`config.mk`:
```
export PLATFORM = sky130hd
export DESIGN_NAME = ext_bus_sequencer
export DESIGN_NICKNAME = d
export VERILOG_FILES = /design/src/rtl/bus_seq_pkg.sv /design/src/rtl/bus_wait_timer.sv /design/src/rtl/ext_bus_sequencer.sv
export SDC_FILE = /design/constraint.sdc
export NUM_CORES = 1
export LEC_CHECK = 0
export BUFFER_PORTS_ARGS = -buffer_cell sky130_fd_sc_hd__buf_2
export CAP_MARGIN = 20
export CORE_ASPECT_RATIO = 1.2
export CORE_MARGIN = 8
export CORE_UTILIZATION = 40
export CTS_BUF_LIST = sky130_fd_sc_hd__clkbuf_8
export CTS_CLUSTER_DIAMETER = 50
export DETAILED_ROUTE_END_ITERATION = 12
export GPL_ROUTABILITY_DRIVEN = 0
export GPL_TIMING_DRIVEN = 0
export HOLD_SLACK_MARGIN = 0.15
export PLACE_DENSITY_LB_ADDON = 0.08
export SKIP_CTS_REPAIR_TIMING = 1
export SYNTH_ARGS = -nofsm -noshare
export SYNTH_HDL_FRONTEND = slang
export SYNTH_SLANG_ARGS = --single-unit
```
`constraint.sdc`:
```
create_clock -name CLK -period 3.52 [get_ports CLK]
set_input_delay 0.176 -clock CLK [delete_from_list [all_inputs] [get_ports CLK]]
set_output_delay 0.176 -clock CLK [all_outputs]
set_load 0.02 [all_outputs]
```
`src/rtl/bus_seq_pkg.sv`:
```
// ----------------------------------------------------------------------------
// bus_seq_pkg
//   Shared definitions for the external bus sequencer and its wait timer.
//   - bus_state_t : machine-cycle state encoding (IDLE=0, T1..T4 = 1..4, TW=5)
//   - RDATA_RST   : value shown on RDATA after reset (floating bus reads as 1s)
//   - WAIT_CNT_W  : width of the wait-state counter
// ----------------------------------------------------------------------------
package bus_seq_pkg;

    // Machine-cycle states. TW is numbered after T4 so the T1..T4 sequence
    // keeps its natural numbering.
    typedef enum logic [2:0] {
        ST_IDLE = 3'd0,
        ST_T1   = 3'd1,  // address setup
        ST_T2   = 3'd2,  // strobe asserted
        ST_T3   = 3'd3,  // sample read data
        ST_T4   = 3'd4,  // release strobes, acknowledge
        ST_TW   = 3'd5   // wait state
    } bus_state_t;

    localparam logic [7:0] RDATA_RST  = 8'hFF;
    localparam int         WAIT_CNT_W = 4;

endpackage : bus_seq_pkg

```
`src/rtl/bus_wait_timer.sv`:
```
// ----------------------------------------------------------------------------
// bus_wait_timer
//   Counts wait-state cycles and flags the cycle in which the count reaches
//   the configured limit.
// Ports:
//   clk     in   clock
//   rst_n   in   asynchronous active-low reset
//   clear   in   synchronous clear of the count (has priority over inc)
//   inc     in   count one wait-state cycle at the next edge
//   limit   in   number of wait-state cycles allowed (1..15)
//   expire  out  combinational pulse: this increment reaches the limit;
//                derived only from the count flop and the caller's inc
// ----------------------------------------------------------------------------
module bus_wait_timer
    import bus_seq_pkg::*;
(
    input  logic                  clk,
    input  logic                  rst_n,
    input  logic                  clear,
    input  logic                  inc,
    input  logic [WAIT_CNT_W-1:0] limit,
    output logic                  expire
);

    logic [WAIT_CNT_W-1:0] count;
    logic [WAIT_CNT_W-1:0] count_inc;

    assign count_inc = count + WAIT_CNT_W'(1);

    // The caller acts on expire at the same edge that would have stored
    // count_inc, so the N-th wait cycle is the one that ends the wait.
    assign expire = inc && (count_inc == limit);

    always_ff @(posedge clk or negedge rst_n) begin
        if (!rst_n) begin
            count <= '0;
        end else if (clear) begin
            count <= '0;
        end else if (inc && !expire) begin
            count <= count_inc;
        end
    end

endmodule : bus_wait_timer

```
`src/rtl/ext_bus_sequencer.sv`:
```
// ----------------------------------------------------------------------------
// ext_bus_sequencer
//   Runs external memory bus cycles for the core. A request (REQ with WE,
//   ADDR_IN, WDATA) is registered and sequenced through T1 (address setup),
//   T2 (strobe), optional TW (wait), T3 (sample) and T4 (release + ACK).
//   All outputs come straight from flops so the external strobes and the
//   data-bus output enable are glitch-free. Test1 disconnects the core from
//   the bus: an in-flight cycle is abandoned and new requests are ignored.
// Parameters:
//   ADDR_W    address width
//   DATA_W    data width
//   MAX_WAIT  wait states allowed before forced completion (1..15)
// Ports:
//   CLK      in   core clock, all state changes on rising edge
//   nRES     in   asynchronous active-low reset
//   REQ      in   bus request, held until ACK
//   WE       in   1 = write, 0 = read (sampled with REQ)
//   ADDR_IN  in   request address (sampled with REQ)
//   WDATA    in   write data (sampled with REQ)
//   ACK      out  one-cycle completion pulse (during T4)
//   RDATA    out  read data, valid from ACK until the next read's ACK
//   BUSY     out  1 while not IDLE
//   A        out  external address, stable T1..T4
//   D_IN     in   sampled external data bus
//   D_OUT    out  write data toward the bus
//   D_OE     out  drive D_OUT onto the bus (write cycles, T1..T4)
//   nRD      out  read strobe, active-low, T2..T3
//   nWR      out  write strobe, active-low, T2..T3
//   WAIT_n   in   0 = target requests a wait state (looked at in T2/TW)
//   Test1    in   1 = bus disabled
//   TIMEOUT  out  sticky: a wait limit forced completion; cleared by reset
// ----------------------------------------------------------------------------
module ext_bus_sequencer
    import bus_seq_pkg::*;
#(
    parameter int ADDR_W   = 16,
    parameter int DATA_W   = 8,
    parameter int MAX_WAIT = 3
) (
    input  logic              CLK,
    input  logic              nRES,
    input  logic              REQ,
    input  logic              WE,
    input  logic [ADDR_W-1:0] ADDR_IN,
    input  logic [DATA_W-1:0] WDATA,
    output logic              ACK,
    output logic [DATA_W-1:0] RDATA,
    output logic              BUSY,
    output logic [ADDR_W-1:0] A,
    input  logic [DATA_W-1:0] D_IN,
    output logic [DATA_W-1:0] D_OUT,
    output logic              D_OE,
    output logic              nRD,
    output logic              nWR,
    input  logic              WAIT_n,
    input  logic              Test1,
    output logic              TIMEOUT
);

    localparam logic [WAIT_CNT_W-1:0] WAIT_LIMIT = WAIT_CNT_W'(MAX_WAIT);

    bus_state_t state;
    logic       we_q;        // direction of the cycle in flight
    logic       start_ok;    // a new cycle may be accepted at this edge
    logic       wait_inc;
    logic       wait_clear;
    logic       wait_expire;

    assign start_ok = REQ && !Test1;

    // Only wait cycles in which the target is still stalling are counted;
    // leaving TW for any reason restarts the count from zero.
    assign wait_inc   = (state == ST_TW) && !WAIT_n;
    assign wait_clear = (state != ST_TW);

    bus_wait_timer u_wait_timer (
        .clk    (CLK),
        .rst_n  (nRES),
        .clear  (wait_clear),
        .inc    (wait_inc),
        .limit  (WAIT_LIMIT),
        .expire (wait_expire)
    );

    // NOTE: every register here is assigned with <= so all branches see the
    // values from before the edge; mixing in = would make results depend on
    // statement order inside this block.
    always_ff @(posedge CLK or negedge nRES) begin
        if (!nRES) begin
            state   <= ST_IDLE;
            we_q    <= 1'b0;
            A       <= '0;
            D_OUT   <= '0;
            D_OE    <= 1'b0;
            nRD     <= 1'b1;
            nWR     <= 1'b1;
            ACK     <= 1'b0;
            BUSY    <= 1'b0;
            RDATA   <= DATA_W'(RDATA_RST);
            TIMEOUT <= 1'b0;
        end else begin
            // ACK is only ever raised for the single cycle spent in T4.
            ACK <= 1'b0;

            case (state)
                ST_IDLE: begin
                    if (start_ok) begin
                        state <= ST_T1;
                        we_q  <= WE;
                        A     <= ADDR_IN;
                        D_OUT <= WDATA;
                        D_OE  <= WE;
                        BUSY  <= 1'b1;
                    end
                end

                ST_T1: begin
                    if (Test1) begin
                        state <= ST_IDLE;
                        D_OE  <= 1'b0;
                        BUSY  <= 1'b0;
                    end else begin
                        state <= ST_T2;
                        nRD   <= we_q;
                        nWR   <= !we_q;
                    end
                end

                ST_T2: begin
                    if (Test1) begin
                        state <= ST_IDLE;
                        nRD   <= 1'b1;
                        nWR   <= 1'b1;
                        D_OE  <= 1'b0;
                        BUSY  <= 1'b0;
                    end else if (!WAIT_n) begin
                        state <= ST_TW;
                    end else begin
                        state <= ST_T3;
                    end
                end

                ST_TW: begin
                    if (Test1) begin
                        state <= ST_IDLE;
                        nRD   <= 1'b1;
                        nWR   <= 1'b1;
                        D_OE  <= 1'b0;
                        BUSY  <= 1'b0;
                    end else if (WAIT_n) begin
                        state <= ST_T3;
                    end else if (wait_expire) begin
                        // Target never released: finish the cycle anyway.
                        state   <= ST_T3;
                        TIMEOUT <= 1'b1;
                    end
                end

                ST_T3: begin
                    if (Test1) begin
                        // Abandoned cycle: RDATA keeps the previous read.
                        state <= ST_IDLE;
                        nRD   <= 1'b1;
                        nWR   <= 1'b1;
                        D_OE  <= 1'b0;
                        BUSY  <= 1'b0;
                    end else begin
                        state <= ST_T4;
                        nRD   <= 1'b1;
                        nWR   <= 1'b1;
                        ACK   <= 1'b1;
                        if (!we_q) begin
                            RDATA <= D_IN;
                        end
                    end
                end

                ST_T4: begin
                    if (start_ok) begin
                        // Back-to-back: straight into the next T1.
                        state <= ST_T1;
                        we_q  <= WE;
                        A     <= ADDR_IN;
                        D_OUT <= WDATA;
                        D_OE  <= WE;
                    end else begin
                        state <= ST_IDLE;
                        D_OE  <= 1'b0;
                        BUSY  <= 1'b0;
                    end
                end

                default: begin
                    state <= ST_IDLE;
                    nRD   <= 1'b1;
                    nWR   <= 1'b1;
                    D_OE  <= 1'b0;
                    BUSY  <= 1'b0;
                end
            endcase
        end
    end

endmodule : ext_bus_sequencer

```
* Word-level counts from Yosys, hierarchy flattened
Index checks and enable logic that the tools add are counted.
Storage, ports and cells: input bits 38, register bits after elaboration 46, logic and storage cells 76, output and inout bits 38
Cells by class: $add $sub $neg 1, reduce and logical (&&, ||, !) cells 20, equal/unequal tests 13, muxes and demuxes 26, bitwise operators 4
Operator list (count):
- 2-to-1 mux 3 bit | 7
- case mux 3 bit (6 select lines) | 1
- case mux 1 bit (3 select lines) | 4
- 2-to-1 mux 1 bit | 11
- AND reduction 3 bit | 3
- 2-to-1 mux 4 bit | 2
- == test 3 x 2 -> 1 bit, second input constant | 2
- == test 3 bit, second input constant | 2
- != test 2 bit, second input constant | 3
- AND reduction 2 bit | 3
- adder 4 x 1 -> 4 bit, second input constant | 1
- == test 4 x 2 -> 1 bit, second input constant | 1
- logical AND 1 bit | 4
- logical NOT 1 bit | 4
- != test 2 x 1 -> 1 bit, second input constant | 2
- != test 4 x 3 -> 1 bit, second input constant | 1
- NOT 1 bit | 4
- AND reduction 4 bit | 1
- OR reduction 2 bit | 2
- OR reduction 4 bit | 1
- == test 3 x 1 -> 1 bit, second input constant | 1
- logical NOT 3 bit | 1
- != test 3 bit, second input constant | 1
- 2-to-1 mux 2 bit | 1
- nonzero test 2 bit | 1

* Depth between registers and ports, before layout
depth after elaboration 7, mapped depth 6

* Modules after synthesis
From an unflattened synthesis, not the netlist that was laid out.
Second synthesis, totals: cell total of the unflattened synthesis 162, area, all modules 2095.8 um^2
By module, submodules not included:
- ext_bus_sequencer | cells each 131, instances 1, area an instance 1778.0 um^2
- bus_wait_timer | cells each 31, instances 1, area an instance 317.8 um^2

* Worst setup path before layout
No wires, ideal clock.
path kind reg2reg, start register u_wait_timer.count[0], end register u_wait_timer.count[0], cell stages (with the launch flop) 7, arrival time 1.528 ns, path slack 1.868 ns, buffers on the path 0, path through dfrtp_1 inv_1 ha_1 nand3_1 nor2_1 a311oi_4 mux2_2
Between the ends: cells in the longest elaborated chain, start to end 6, elaborated cells on any way between the ends 8, classes of those cells add/sub (1); eq/ne (1); mux (2); reduce/logical (4)
RTL lines:
- from (decl) | RTL line bus_wait_timer.sv:25 | logic [WAIT_CNT_W-1:0] count;
- from (signal assigned) | RTL line bus_wait_timer.sv:40 | count <= count_inc;
- adder 4 x 1 -> 4 bit (*) | RTL line bus_wait_timer.sv:28 | assign count_inc = count + WAIT_CNT_W'(1);
- == test 4 x 2 -> 1 bit | RTL line bus_wait_timer.sv:32 | assign expire = inc && (count_inc == limit);
- logical AND 1 bit | RTL line bus_wait_timer.sv:32
- logical NOT 1 bit | RTL line bus_wait_timer.sv:39 | end else if (inc && !expire) begin
- logical AND 1 bit | RTL line bus_wait_timer.sv:39
- nonzero test 2 bit (no line)
Mark *: on every way between the ends. The rest lies on a longest branch, timed or not. The select of a mux whose other input is x is not followed. A chain may end at the register's enable or synchronous reset.

* Final worst setup path
Same ends and word-level chain as after synthesis.

==> results_dict.tcl <==
set metrics [dict create \
    crit_arrival_ps 2020 \
    irDropWorstVdd_mv 0.4144 \
    drt_wl_total_um 5055 \
    gr-total-overflow 0 \
    via_per_inst 4.933 \
    finalSetupTns_ps 0 \
    finalNonFillerCells 330 \
    crit_chain "inv_1, ha_1, nand3_1, nor2_1, a311oi_4, mux2_2" \
    drive_above_1_share_pct 51.48 \
    ioPinCount 76 \
    clk_latency_ps 290 \
    syn_nets 192 \
    n_antenna_cell 0 \
    grt_pass1_vias 1624 \
    die_y_um 94.53 \
    netlist_instances 152 \
    cts_htree_levels 2 \
    cp_slowest_stage_delay_ps 410 \
    place_area_sq_mm 0.002506 \
    maxSlewViolCount 0 \
    cts_tree "yes" \
    cts_max_path_buffers 2 \
    area_growth_syn_to_layout_pct 44.80 \
    min_period_over_period_pct 51.96 \
    dpl.cell_count 287 \
    worstSetupStartpointType "register" \
    setup_viol 0 \
    p_per_area_mw_per_mm2 605.4 \
    rsz0062_at_grt "no" \
    end_kind "register" \
    finalClockSkew_ps 5.945 \
    synth-seq-area-share_pct 56.60 \
    cts-root-buf "clkbuf_8" \
    portBuffers 75 \
    drc 0 \
    grt_pass1_wl_um 7624 \
    first_pass_iters 4 \
    grt_max_degree 47 \
    crit_path_top_delay_cell "dfrtp_1" \
    ys_ff_latch 46 \
    fin_nets 309 \
    numCtsBuffers 5 \
    die_area_sq_mm 0.007699 \
    tightest_slew_ps 602.2 \
    hold_class "input pin to register" \
    num_rows 28 \
    antenna_found_initial 0 \
    power.leakage_uw 0.001399 \
    yosys_warnings 0 \
    fillers 421 \
    ant_nets 0 \
    grt.total_usage_pct 12.63 \
    maxCapViolCount 0 \
    layout_min_cycle_time_ps 1829 \
    start_util_pct 41.62 \
    required_ps 3710 \
    final_cell_area_sq_mm 0.002977 \
    synth_cell_type_count 43 \
    place_hpwl_um 3617 \
    clock_sinks 46 \
    timing.fmax_mhz 546.8 \
    maxSlewHeadroom_pct 59.68 \
    syn_avg_cell_area_sq_um 13.52 \
    core-area_sq_mm 0.004940 \
    path_clk_slew_ps 80 \
    drt_iter0_markers 60 \
    wl_per_cell_um 15.32 \
    status "complete, no violations" \
    crit_type "register to register" \
    power_uw 1802 \
    die_w_um 81.44 \
    hold_violations 0 \
    netlist_area_sq_mm 0.002056 \
    cp_max_fo 5 \
    vias 1628 \
]
==> cell usage in the layout, fill, tap and decap left out, types with 2 or more instances in the layout <==
cell type,synthesis,final
a21oi_1,5,5
a31o_2,2,2
buf_2,2,77
buf_6,2,2
clkbuf_8,0,5
dfrtp_1,36,36
dfstp_2,10,10
dlygate4sd3_1,0,34
ha_1,2,2
inv_1,3,4
mux2_2,33,33
mux2i_1,2,2
nand2_1,5,5
nand2b_1,2,2
nand3_1,3,3
nor2_1,9,9
nor2b_1,5,5
nor3_1,3,3
or3_1,2,2
==> critical path: cells and delay by family (launching register included) <==
kind            cells  cell delay (ps)
buf+inv             1               80
compound gates      1              380
mux                 1              380
fa+ha+maj           1              280
simple gates        2              200
flops               1              410
==> routing by layer <==
metal,GRT usage (%),share of wire (%)
met4,4.478,0.95
met3,6.179,10
met5,0,0
met2,21.00,52
met1,13.55,37
==> registers in the layout (all words and copies together) (netlist names) <==
name and cells:
state 3, ACK 1, we_q 1, TIMEOUT 1, u_wait_timer.count 4, nRD 1, RDATA 8, BUSY 1
D_OUT 8, D_OE 1, A 16, nWR 1
==> where the power goes <==
group | switching, uW | total, uW | leakage, uW | internal [uW]
Combinational | 350 | 628 | 0.000798 | 278
Sequential | 79.5 | 791 | 0.000545 | 712
Clock | 174 | 383 | 0.0000556 | 209
==> stage by stage <==
stage	setup slack, ps	util (%)	hold slack [ps]
4_1_cts	1689	52.96	73.55
5_1_grt	1621	60.26	199.0
2_1_floorplan	1868	-	-119.6
3_5_place_dp	1717	50.73	400.9
6_report	1691	60.26	188.8
3_3_place_gp	1753	50.73	376.5
==> synth_stat cells <==
master	number	area, sq um
dfrtp_1	36	900.9
mux2_2	33	371.6
dfstp_2	10	262.8
nor2_1	9	33.78
a21oi_1	5	25.02
nand2_1	5	18.77
nor2b_1	5	31.28
inv_1	3	11.26
nand3_1	3	15.01
nor3_1	3	15.01
a31o_2	2	17.52
buf_2	2	10.01
buf_6	2	22.52
ha_1	2	25.02
mux2i_1	2	20.02
nand2b_1	2	12.51
or3_1	2	12.51
a211oi_1	1	7.510
a21o_1	1	7.510
a22o_1	1	8.760
a2bb2oi_1	1	8.760
a311oi_4	1	26.28
a31oi_1	1	6.260
and2_1	1	6.260
and3b_1	1	8.760
buf_4	1	7.510
clkbuf_1	1	3.750
mux2_1	1	11.26
nand2b_4	1	13.76
nor3_4	1	16.27
nor3b_1	1	7.510
nor4b_1	1	8.760
nor4b_4	1	23.77
o21ai_0	1	5.000
o21ai_2	1	8.760
o21bai_1	1	7.510
o22ai_1	1	6.260
o311a_1	1	10.01
o32a_1	1	10.01
o32ai_1	1	8.760
or2_1	1	6.260
or2_2	1	6.260
xnor2_1	1	8.760
==> path summary, 6_finish.rpt <==
| kind | from | cells past startpoint | slack (ps) | to |
|---|---|---|---|---|
| worst max-delay path | u_wait_timer.count[0] | 6 | 1690 | u_wait_timer.count[0] |
| worst min-delay path | REQ | 2 | 190 | state[0] |
| worst max register to register | u_wait_timer.count[0] | 6 | 1690 | u_wait_timer.count[0] |
| worst min register to register | TIMEOUT | 1 | 470 | TIMEOUT |
| max in group asynchronous | nRES | 3 | 2710 | nRD |
| min in group asynchronous | nRES | 2 | 270 | u_wait_timer.count[2] |
==> logic make-up after synthesis <==
group / Yosys count / synth area share, %
DFF: 46 / 56.60
muxes: 36 / 19.60
buffers and inverters: 9 / 2.678
adders and majority gates: 2 / 1.217
xor gates and xnor gates: 1 / 0.4261
and+or+nand+nor: 38 / 11.50
AOI/OAI and AO/OA: 20 / 7.974
==> final cells by class <==
| class | instances | area (sq um) | area share, % |
|---|---|---|---|
| plain buffers | 6 | 43.79 | 1.471 |
| well taps | 60 | 75.07 | 2.522 |
| multi-input cells | 97 | 837.1 | 28.12 |
| inverters | 3 | 11.26 | 0.3783 |
| flip-flops and latches | 46 | 1164 | 39.09 |
| repair buffers | 110 | 735.7 | 24.72 |
| clock buffers | 5 | 68.82 | 2.312 |
| clock inverters | 3 | 41.29 | 1.387 |
Note: power is estimated with default switching activity, not from simulation.
